**src/rtl/dco_lock_pkg.sv**
```systemverilog
// rtl/dco_lock_pkg.sv - shared types and widths for the DCO acquisition sequencer
package dco_lock_pkg;
  localparam int CW_W   = 13;
  localparam int SAR_W  = 10;
  localparam int FRAC_W = 3;

  localparam logic [CW_W-1:0]   CW_MIDSCALE = 13'd4096;
  localparam logic [SAR_W-1:0]  SAR_START   = 10'h200;
  localparam logic [FRAC_W-1:0] FRAC_ZERO   = '0;

  typedef enum logic [1:0] {IDLE, SETTLE, MEASURE, TRACK} dco_lock_state_t;
endpackage

```
**src/rtl/dco_lock_det.sv**
```systemverilog
// rtl/dco_lock_det.sv - bang-bang dither detector: counts consecutive alternating
// detector samples and raises a sticky lock flag at LOCK_CNT
module dco_lock_det #(
  parameter int LOCK_CNT = 32
) (
  input  logic clk,
  input  logic rst,
  input  logic clear,
  input  logic fd_valid,
  input  logic fd_fast,
  output logic locked
);
  localparam int CNT_W = $clog2(LOCK_CNT + 1);
  localparam logic [CNT_W-1:0] CNT_MAX = CNT_W'(LOCK_CNT);
  localparam logic [CNT_W-1:0] CNT_ONE = CNT_W'(1);

  logic [CNT_W-1:0] cnt;
  logic [CNT_W-1:0] cnt_next;
  logic             prev_fast;

  // A zero count marks "no sample since entry", so no separate first flag is needed.
  always_comb begin
    cnt_next = cnt;
    if (cnt == '0) begin
      cnt_next = CNT_ONE;
    end else if (fd_fast != prev_fast) begin
      if (cnt != CNT_MAX) cnt_next = cnt + CNT_ONE;
    end else begin
      cnt_next = CNT_ONE;
    end
  end

  always_ff @(posedge clk) begin
    if (rst || clear) begin
      cnt       <= '0;
      prev_fast <= 1'b0;
      locked    <= 1'b0;
    end else if (fd_valid) begin
      cnt       <= cnt_next;
      prev_fast <= fd_fast;
      if (cnt_next == CNT_MAX) locked <= 1'b1;
    end
  end
endmodule

```
**src/rtl/dco_lock_ctrl.sv**
```systemverilog
// rtl/dco_lock_ctrl.sv - DCO acquisition sequencer: SAR coarse search, loop-filter handoff, lock track
// Optional DCO_LOCK_RELOCK_EN: loop-filter saturation in TRACK restarts the coarse search.
module dco_lock_ctrl
  import dco_lock_pkg::*;
#(
  parameter int SETTLE_CYC = 16,
  parameter int LOCK_CNT   = 32
) (
  input  logic            clk,
  input  logic            rst,
  input  logic            start,
  input  logic            fd_valid,
  input  logic            fd_fast,
  input  logic [CW_W-1:0] lf_word,
  output logic [CW_W-1:0] ctrl_word,
  output logic            lf_preset,
  output logic [CW_W-1:0] lf_preset_val,
  output logic            lf_en,
  output logic            busy,
  output logic            locked
);
  localparam int SET_W = $clog2(SETTLE_CYC + 1);
  localparam logic [SET_W-1:0] SETTLE_LAST = SET_W'(SETTLE_CYC - 1);
  localparam logic [SET_W-1:0] SETTLE_ONE  = SET_W'(1);

  dco_lock_state_t  state;
  logic [SAR_W-1:0] sar;
  logic [SAR_W-1:0] sar_next;
  logic [3:0]       bit_idx;
  logic [SET_W-1:0] settle_cnt;
  logic             meas_done;
  logic             final_bit;
  logic             relock;

  assign meas_done = (state == MEASURE) && fd_valid;
  assign final_bit = meas_done && (bit_idx == 4'd0);

`ifdef DCO_LOCK_RELOCK_EN
  assign relock = (state == TRACK) && ((lf_word == '0) || (lf_word == '1));
`else
  assign relock = 1'b0;
`endif

  // Decide the current bit and arm the next one in a single step.
  always_comb begin
    sar_next = sar;
    if (fd_fast) sar_next[bit_idx] = 1'b0;
    if (bit_idx != 4'd0) sar_next[bit_idx - 4'd1] = 1'b1;
  end

  always_ff @(posedge clk) begin
    if (rst) begin
      state         <= IDLE;
      ctrl_word     <= CW_MIDSCALE;
      lf_preset     <= 1'b0;
      lf_preset_val <= '0;
      lf_en         <= 1'b0;
      busy          <= 1'b0;
      sar           <= '0;
      bit_idx       <= 4'd0;
      settle_cnt    <= '0;
    end else begin
      lf_preset <= 1'b0;
      if (((state == IDLE) && start) || relock) begin
        state      <= SETTLE;
        sar        <= SAR_START;
        bit_idx    <= 4'd9;
        settle_cnt <= '0;
        ctrl_word  <= {SAR_START, FRAC_ZERO};
        busy       <= 1'b1;
        lf_en      <= 1'b0;
      end else begin
        case (state)
          SETTLE: begin
            settle_cnt <= settle_cnt + SETTLE_ONE;
            if (settle_cnt == SETTLE_LAST) state <= MEASURE;
          end
          MEASURE: begin
            if (fd_valid) begin
              sar       <= sar_next;
              ctrl_word <= {sar_next, FRAC_ZERO};
              if (bit_idx != 4'd0) begin
                bit_idx    <= bit_idx - 4'd1;
                settle_cnt <= '0;
                state      <= SETTLE;
              end else begin
                state         <= TRACK;
                busy          <= 1'b0;
                lf_en         <= 1'b1;
                lf_preset     <= 1'b1;
                lf_preset_val <= {sar_next, FRAC_ZERO};
              end
            end
          end
          TRACK:   ctrl_word <= lf_word;
          default: ;
        endcase
      end
    end
  end

  dco_lock_det #(.LOCK_CNT(LOCK_CNT)) u_det (
    .clk      (clk),
    .rst      (rst),
    .clear    (final_bit || relock),
    .fd_valid (fd_valid && (state == TRACK)),
    .fd_fast  (fd_fast),
    .locked   (locked)
  );
endmodule

```
**config.mk**
```make
export PLATFORM = sky130hd
export DESIGN_NAME = dco_lock_ctrl
export DESIGN_NICKNAME = d
export VERILOG_FILES = /design/src/rtl/dco_lock_pkg.sv /design/src/rtl/dco_lock_det.sv /design/src/rtl/dco_lock_ctrl.sv
export SDC_FILE = /design/constraint.sdc
export NUM_CORES = 1
export LEC_CHECK = 0
export CORE_AREA = 2 2 84 86
export DETAILED_ROUTE_END_ITERATION = 8
export DIE_AREA = 0 0 86 88
export SYNTH_ARGS = -nofsm -noshare
export SYNTH_HDL_FRONTEND = slang
export SYNTH_SLANG_ARGS = --single-unit
```
**constraint.sdc**
```tcl
create_clock -name clk -period 2.3 [get_ports clk]
set_input_delay 0.345 -clock clk [delete_from_list [all_inputs] [get_ports clk]]
set_output_delay 0.345 -clock clk [all_outputs]
set_load 0.05 [all_outputs]
```
**Yosys cells after proc, flatten, opt, wreduce, memory -nomap -nowiden**

Cells that the tools add are included.

- Add/sub/neg operators: 3
- $lt $le $gt $ge: 4
- Equality and inequality tests: 13
- Muxes and demuxes: 31
- Bitwise operators: 7
- Reduce and logical (&&, ||, !) cells: 31

Operators by type and width:

| operator | number |
|---|---|
| $mux 10 | 5 |
| $pmux 13 s2 | 1 |
| $reduce_and 3->1 | 7 |
| $mux 6 | 3 |
| $mux 4 | 4 |
| $mux 13 | 1 |
| $and 10x10->10 | 1 |
| $lt 4x5->1 const B | 2 |
| $mux 5 | 2 |
| $not 10->10 | 1 |
| $or 10x10->10 | 1 |
| $pmux 5 s2 | 1 |
| $reduce_bool 2->1 | 5 |
| $demux 1 s4 | 2 |
| $ge 4x1->1 const B | 2 |
| $mux 1 | 8 |
| $reduce_and 2->1 | 4 |
| $add 6x1->6 const B | 1 |
| $eq 6x6->1 const B | 1 |
| $logic_and 1x1->1 | 6 |
| $logic_not 6->1 | 1 |
| $mux 2 | 3 |
| $ne 6x6->1 const B | 1 |
| $add 5x1->5 const B | 1 |
| 19 further kinds | 25 |

- Bits in registers: 55
- Input port bits: 18
- Logic and storage cells: 104

**Logic depth before layout (Yosys ltp)**

- Depth in word-level cells: 12
- Depth in mapped cells: 9
- Mapped depth without buffers: 7

**Cells and area by module**

A second synthesis with hierarchy kept.

- Cell total of the unflattened synthesis: 316
- Area total of the unflattened synthesis: 2796.4 um2

Modules (own cells, without submodules):

| module | instances | cells each | area each (um2) | sequential area each (um2) |
|---|---|---|---|---|
| dco_lock_ctrl | 1 | 249 | 2242.2 | 940.9 |
| dco_lock_det | 1 | 67 | 554.3 | 160.2 |

**Least setup slack after synthesis**

OpenSTA, ideal clock, no wires.

- Path kind: register -> register
- Start point: register bit_idx[0]
- End point: register lf_preset_val[11]
- Arrival time: 1.659 ns
- Path slack: 0.524 ns
- Cell stages (with the launch flop): 9
- Path buffers: 2
- Period minus slack after synthesis: 1.776 ns
- Cell sequence: dfxtp_1 inv_1 ha_1 buf_4 or3b_1 nor2_1 nor2_1 buf_2 a22o_1

- Word-level cells in the longest chain between the ends: 9
- Elaborated cells between the ends (all ways): 19
- Classes of those cells: 1 x add/sub; 4 x order compare; 6 x mux; 4 x bitwise; 4 x reduce/logical

Ends and longest elaborated chain:

| item | RTL line | RTL |
|---|---|---|
| start, declared | dco_lock_ctrl.sv:29 | `logic [3:0] bit_idx;` |
| start signal, assigned | dco_lock_ctrl.sv:83 | `bit_idx <= bit_idx - 4'd1;` |
| parallel branches: the longest is 9 deep, another holds $lt 4x5->1 | n/a |  |
| end signal, assigned | dco_lock_ctrl.sv:91 | `lf_preset_val <= {sar_next, FRAC_ZERO};` |
| end, declared | dco_lock_ctrl.sv:17 | `output logic [CW_W-1:0] lf_preset_val,` |

Several ways; the timed one is not identified.
A chain may end at the register's enable or synchronous reset.

**Worst setup path after layout**

- Start point: register bit_idx[0]
- End point: register lf_preset_val[3]

The elaborated chain is that of the path after synthesis.

==> results.py <==
metrics = {
    "cts": {
        "cts_resized": 0,
        "cts-root-buf": "clkbuf_8",
        "clock_path_buffers": 2,
        "htreeDepth": 2,
        "postCtsSetupBuffers": 0,
        "cts_hold_buf": 0,
        "cts_tree": "done",
        "cts.sinks": 55,
        "clk_latency_ns": 0.31,
        "cts_buffers": 5,
        "path_clk_slew_ns": 0.10,
    },
    "place": {
        "finalWeightedCongestion": 0.942,
        "numPortBuffers": 44,
        "post-place-cells": 433,
        "dp_hpwl_mm": 4.60,
    },
    "floorplan": {
        "io-pin-count": 48,
        "start_util": 0.393,
        "core_area_um2": 6640,
        "die_w_um": 86,
        "fp.dieArea_um2": 7570,
        "die_h_um": 88,
        "row_count": 30,
    },
    "drt": {
        "routed.top_layer": "met4",
        "vias": 2349,
        "wl_met2_mm": 2.72,
        "wl_per_cell_um": 14.2,
        "wl_mm": 6.25,
        "drc": 0,
        "routed_via_density": 5.33,
        "wl_met3_um": 301,
        "dr.pass1.iters": 5,
        "drt_iter0_drc": 202,
        "wl_met1_mm": 3.15,
        "drtAntennaViolNets": 0,
    },
    "synthesis": {
        "synth.cell_area_um2": 2610,
        "ys_seq_area_frac": 0.422,
        "synth_cells": 315,
        "synth-edff-count": 0,
        "ys_seq_elements": 55,
        "yosys_warnings": 0,
        "syn-mean-instance-area_um2": 8.28,
        "synth_async_sr_flop_share": 0,
        "synth_ff_type": "dfxtp_1",
        "ys_types": 50,
    },
    "global_route": {
        "grt_usage": 0.176,
        "overflow": 0,
        "antenna_found_initial": 0,
        "grt_max_degree": 27,
        "grt_pass1_wl_mm": 10.8,
        "grt_pass1_vias": 2237,
    },
    "cells_and_area": {
        "nFillCells": 663,
        "layout-drive-gt1-share": 0.0776,
        "multi_input_area_um2": 1360,
        "seq_area_um2": 1100,
        "fin_cells": 441,
        "diodes": 0,
        "nNetsFinal": 386,
        "postLayoutCoreUtil": 0.494,
        "area.growth.synth_to_final_pct": 25.9,
    },
    "sta": {
        "final.setup.tns_ns": 0,
        "fmax_ghz": 0.490,
        "rsz0062_at_grt": "false",
        "finalMaxSlewViolations": 0,
        "final.period_utilization": 0.887,
        "fin_worst_skew_ns": 0.00541,
        "setup_viol": 0,
        "period_minus_slack_ns": 2.04,
        "tightest_slew_ns": 0.638,
        "holdWs_ns": 0.454,
        "slew_headroom": 0.573,
        "hold_viol_final": 0,
    },
    "pwr": {
        "ir_worst_vdd_v": 0.000325,
        "powerDensity_nw_per_um2": 570,
        "leakage_nw": 1.17,
    },
    "setup_path": {
        "crit_path_end_kind": "register",
        "slowest_delay_ns": 0.42,
        "path_cells": "inv_1 -> ha_2 -> or3b_1 -> nor2_1 -> nand2_1 -> inv_2 -> a32o_1",
        "critPathKind": "register to register",
        "crit_path_start_kind": "register",
        "critPathMaxFanout": 10,
        "cp.arrival_ns": 2.30,
        "required_ns": 2.56,
        "slowest_stage": "or3b_1",
    },
    "worst_hold_path": {
        "hp-class": "register to register",
    },
    "outcome": {
        "status": "finished, final reports clean",
    },
    "flow_run": {
        "maxCapViolations": 0,
    },
}
## per-layer routing
| metal | global-route usage | vias to the layer above |
|---|---|---|
| met1 | 0.253 | 1076 |
| li1 | - | 1205 |
| met5 | 0 | - |
| met4 | 0.0447 | 0 |
| met2 | 0.273 | 63 |
| met3 | 0.0339 | 5 |
## cell usage after synthesis, types with 2 or more instances
library cell | number | area (um^2)
or3_1 | 2 | 12.5
xor2_1 | 4 | 35.0
a32oi_1 | 2 | 17.5
o21a_1 | 2 | 15.0
a221oi_1 | 2 | 17.5
dfxtp_1 | 55 | 1100
buf_2 | 8 | 40.0
nand2_1 | 43 | 161
and3_1 | 3 | 18.8
nand4b_1 | 2 | 17.5
a211oi_1 | 4 | 30.0
nand3_1 | 11 | 55.1
nand4_1 | 2 | 12.5
a22oi_1 | 9 | 67.6
a22o_1 | 4 | 35.0
xnor2_1 | 3 | 26.3
inv_1 | 11 | 41.3
ha_1 | 8 | 100
nand3b_1 | 3 | 22.5
o21ai_0 | 23 | 115
nor2b_1 | 3 | 18.8
nor3_1 | 11 | 55.1
a21boi_0 | 2 | 15.0
clkbuf_1 | 5 | 18.8
a31oi_1 | 6 | 37.5
o22ai_1 | 3 | 18.8
nor2_1 | 20 | 75.1
nand2b_1 | 5 | 31.3
buf_4 | 6 | 45.0
a21oi_1 | 33 | 165
## sequential cells by signal (all words and copies together), names as in the netlist, 2 cells and up
name           flops
ctrl_word         13
lf_preset_val     10
sar               10
u_det.cnt          6
settle_cnt         5
bit_idx            4
state              2
## layout make-up
cell class / instances / area share
multi-input combinational: 229 / 0.413
sequential: 55 / 0.335
timing repair buffer: 57 / 0.168
tap: 80 / 0.0305
clock buffer: 6 / 0.0221
clock inverter: 2 / 0.0183
inverter: 12 / 0.0137
## stage by stage
stage	total power, mW	instance area, um^2	setup slack [ns]
5_1_grt	1.94	3280	0.0918
3_3_place_gp	1.15	3150	0.182
3_5_place_dp	1.15	3150	0.174
6_report	1.87	3280	0.259
4_1_cts	1.88	3280	0.174
2_1_floorplan	1.09	2620	0.524
## logic make-up after synthesis
| kind of cell | synth area share |
|---|---|
| other | 0.00144 |
| and+or+nand+nor | 0.215 |
| adders and majority gates | 0.0384 |
| xor gates and xnor gates | 0.0235 |
| DFF | 0.422 |
| buffers and inverters | 0.0633 |
| AOI/OAI and AO/OA | 0.236 |
## final timing paths
path	from	to	slack, ns	cells after the start
setup / recovery	bit_idx[0]	lf_preset_val[3]	0.26	7
hold reg to reg	lf_en	lf_en	0.45	2
hold / removal	lf_en	lf_en	0.45	2
setup reg to reg	bit_idx[0]	lf_preset_val[3]	0.26	7
## cells in the final DEF (no fill, tap or decap), drive strengths merged, types with 3 or more instances in the layout
| cell type | netlist | final |
|---|---|---|
| nor2 | 20 | 20 |
| ha | 8 | 8 |
| inv | 12 | 12 |
| a21oi | 33 | 33 |
| a211oi | 4 | 4 |
| nand3 | 11 | 11 |
| buf | 15 | 13 |
| nand3b | 3 | 3 |
| clkdlybuf4s50 | 0 | 44 |
| o21ai | 23 | 23 |
| a22oi | 9 | 9 |
| dfxtp | 55 | 55 |
| nor2b | 3 | 3 |
| clkbuf | 6 | 6 |
| a31oi | 6 | 6 |
| o22ai | 3 | 3 |
| conb | 1 | 3 |
| nand2 | 44 | 44 |
| xnor2 | 3 | 3 |
| xor2 | 4 | 4 |
| a22o | 4 | 4 |
| nand2b | 5 | 5 |
| and3 | 3 | 3 |
| or3 | 3 | 3 |
| nor3 | 11 | 11 |
## critical path, delay by kind of cell (launching register included)
family,cells,cell delay [ns]
and+or+nand+nor,3,0.87
AOI/OAI and AO/OA,1,0.17
DFF,1,0.36
adders and majority gates,1,0.30
buffers and inverters,2,0.29
## report_power, final
group / switching, mW / internal [mW] / leakage [nW]
logic: 0.0913 / 0.0650 / 0.658
registers: 0.0113 / 0.960 / 0.444
clock network: 0.309 / 0.435 / 0.0654
Note: power is estimated with default switching activity, not from simulation.
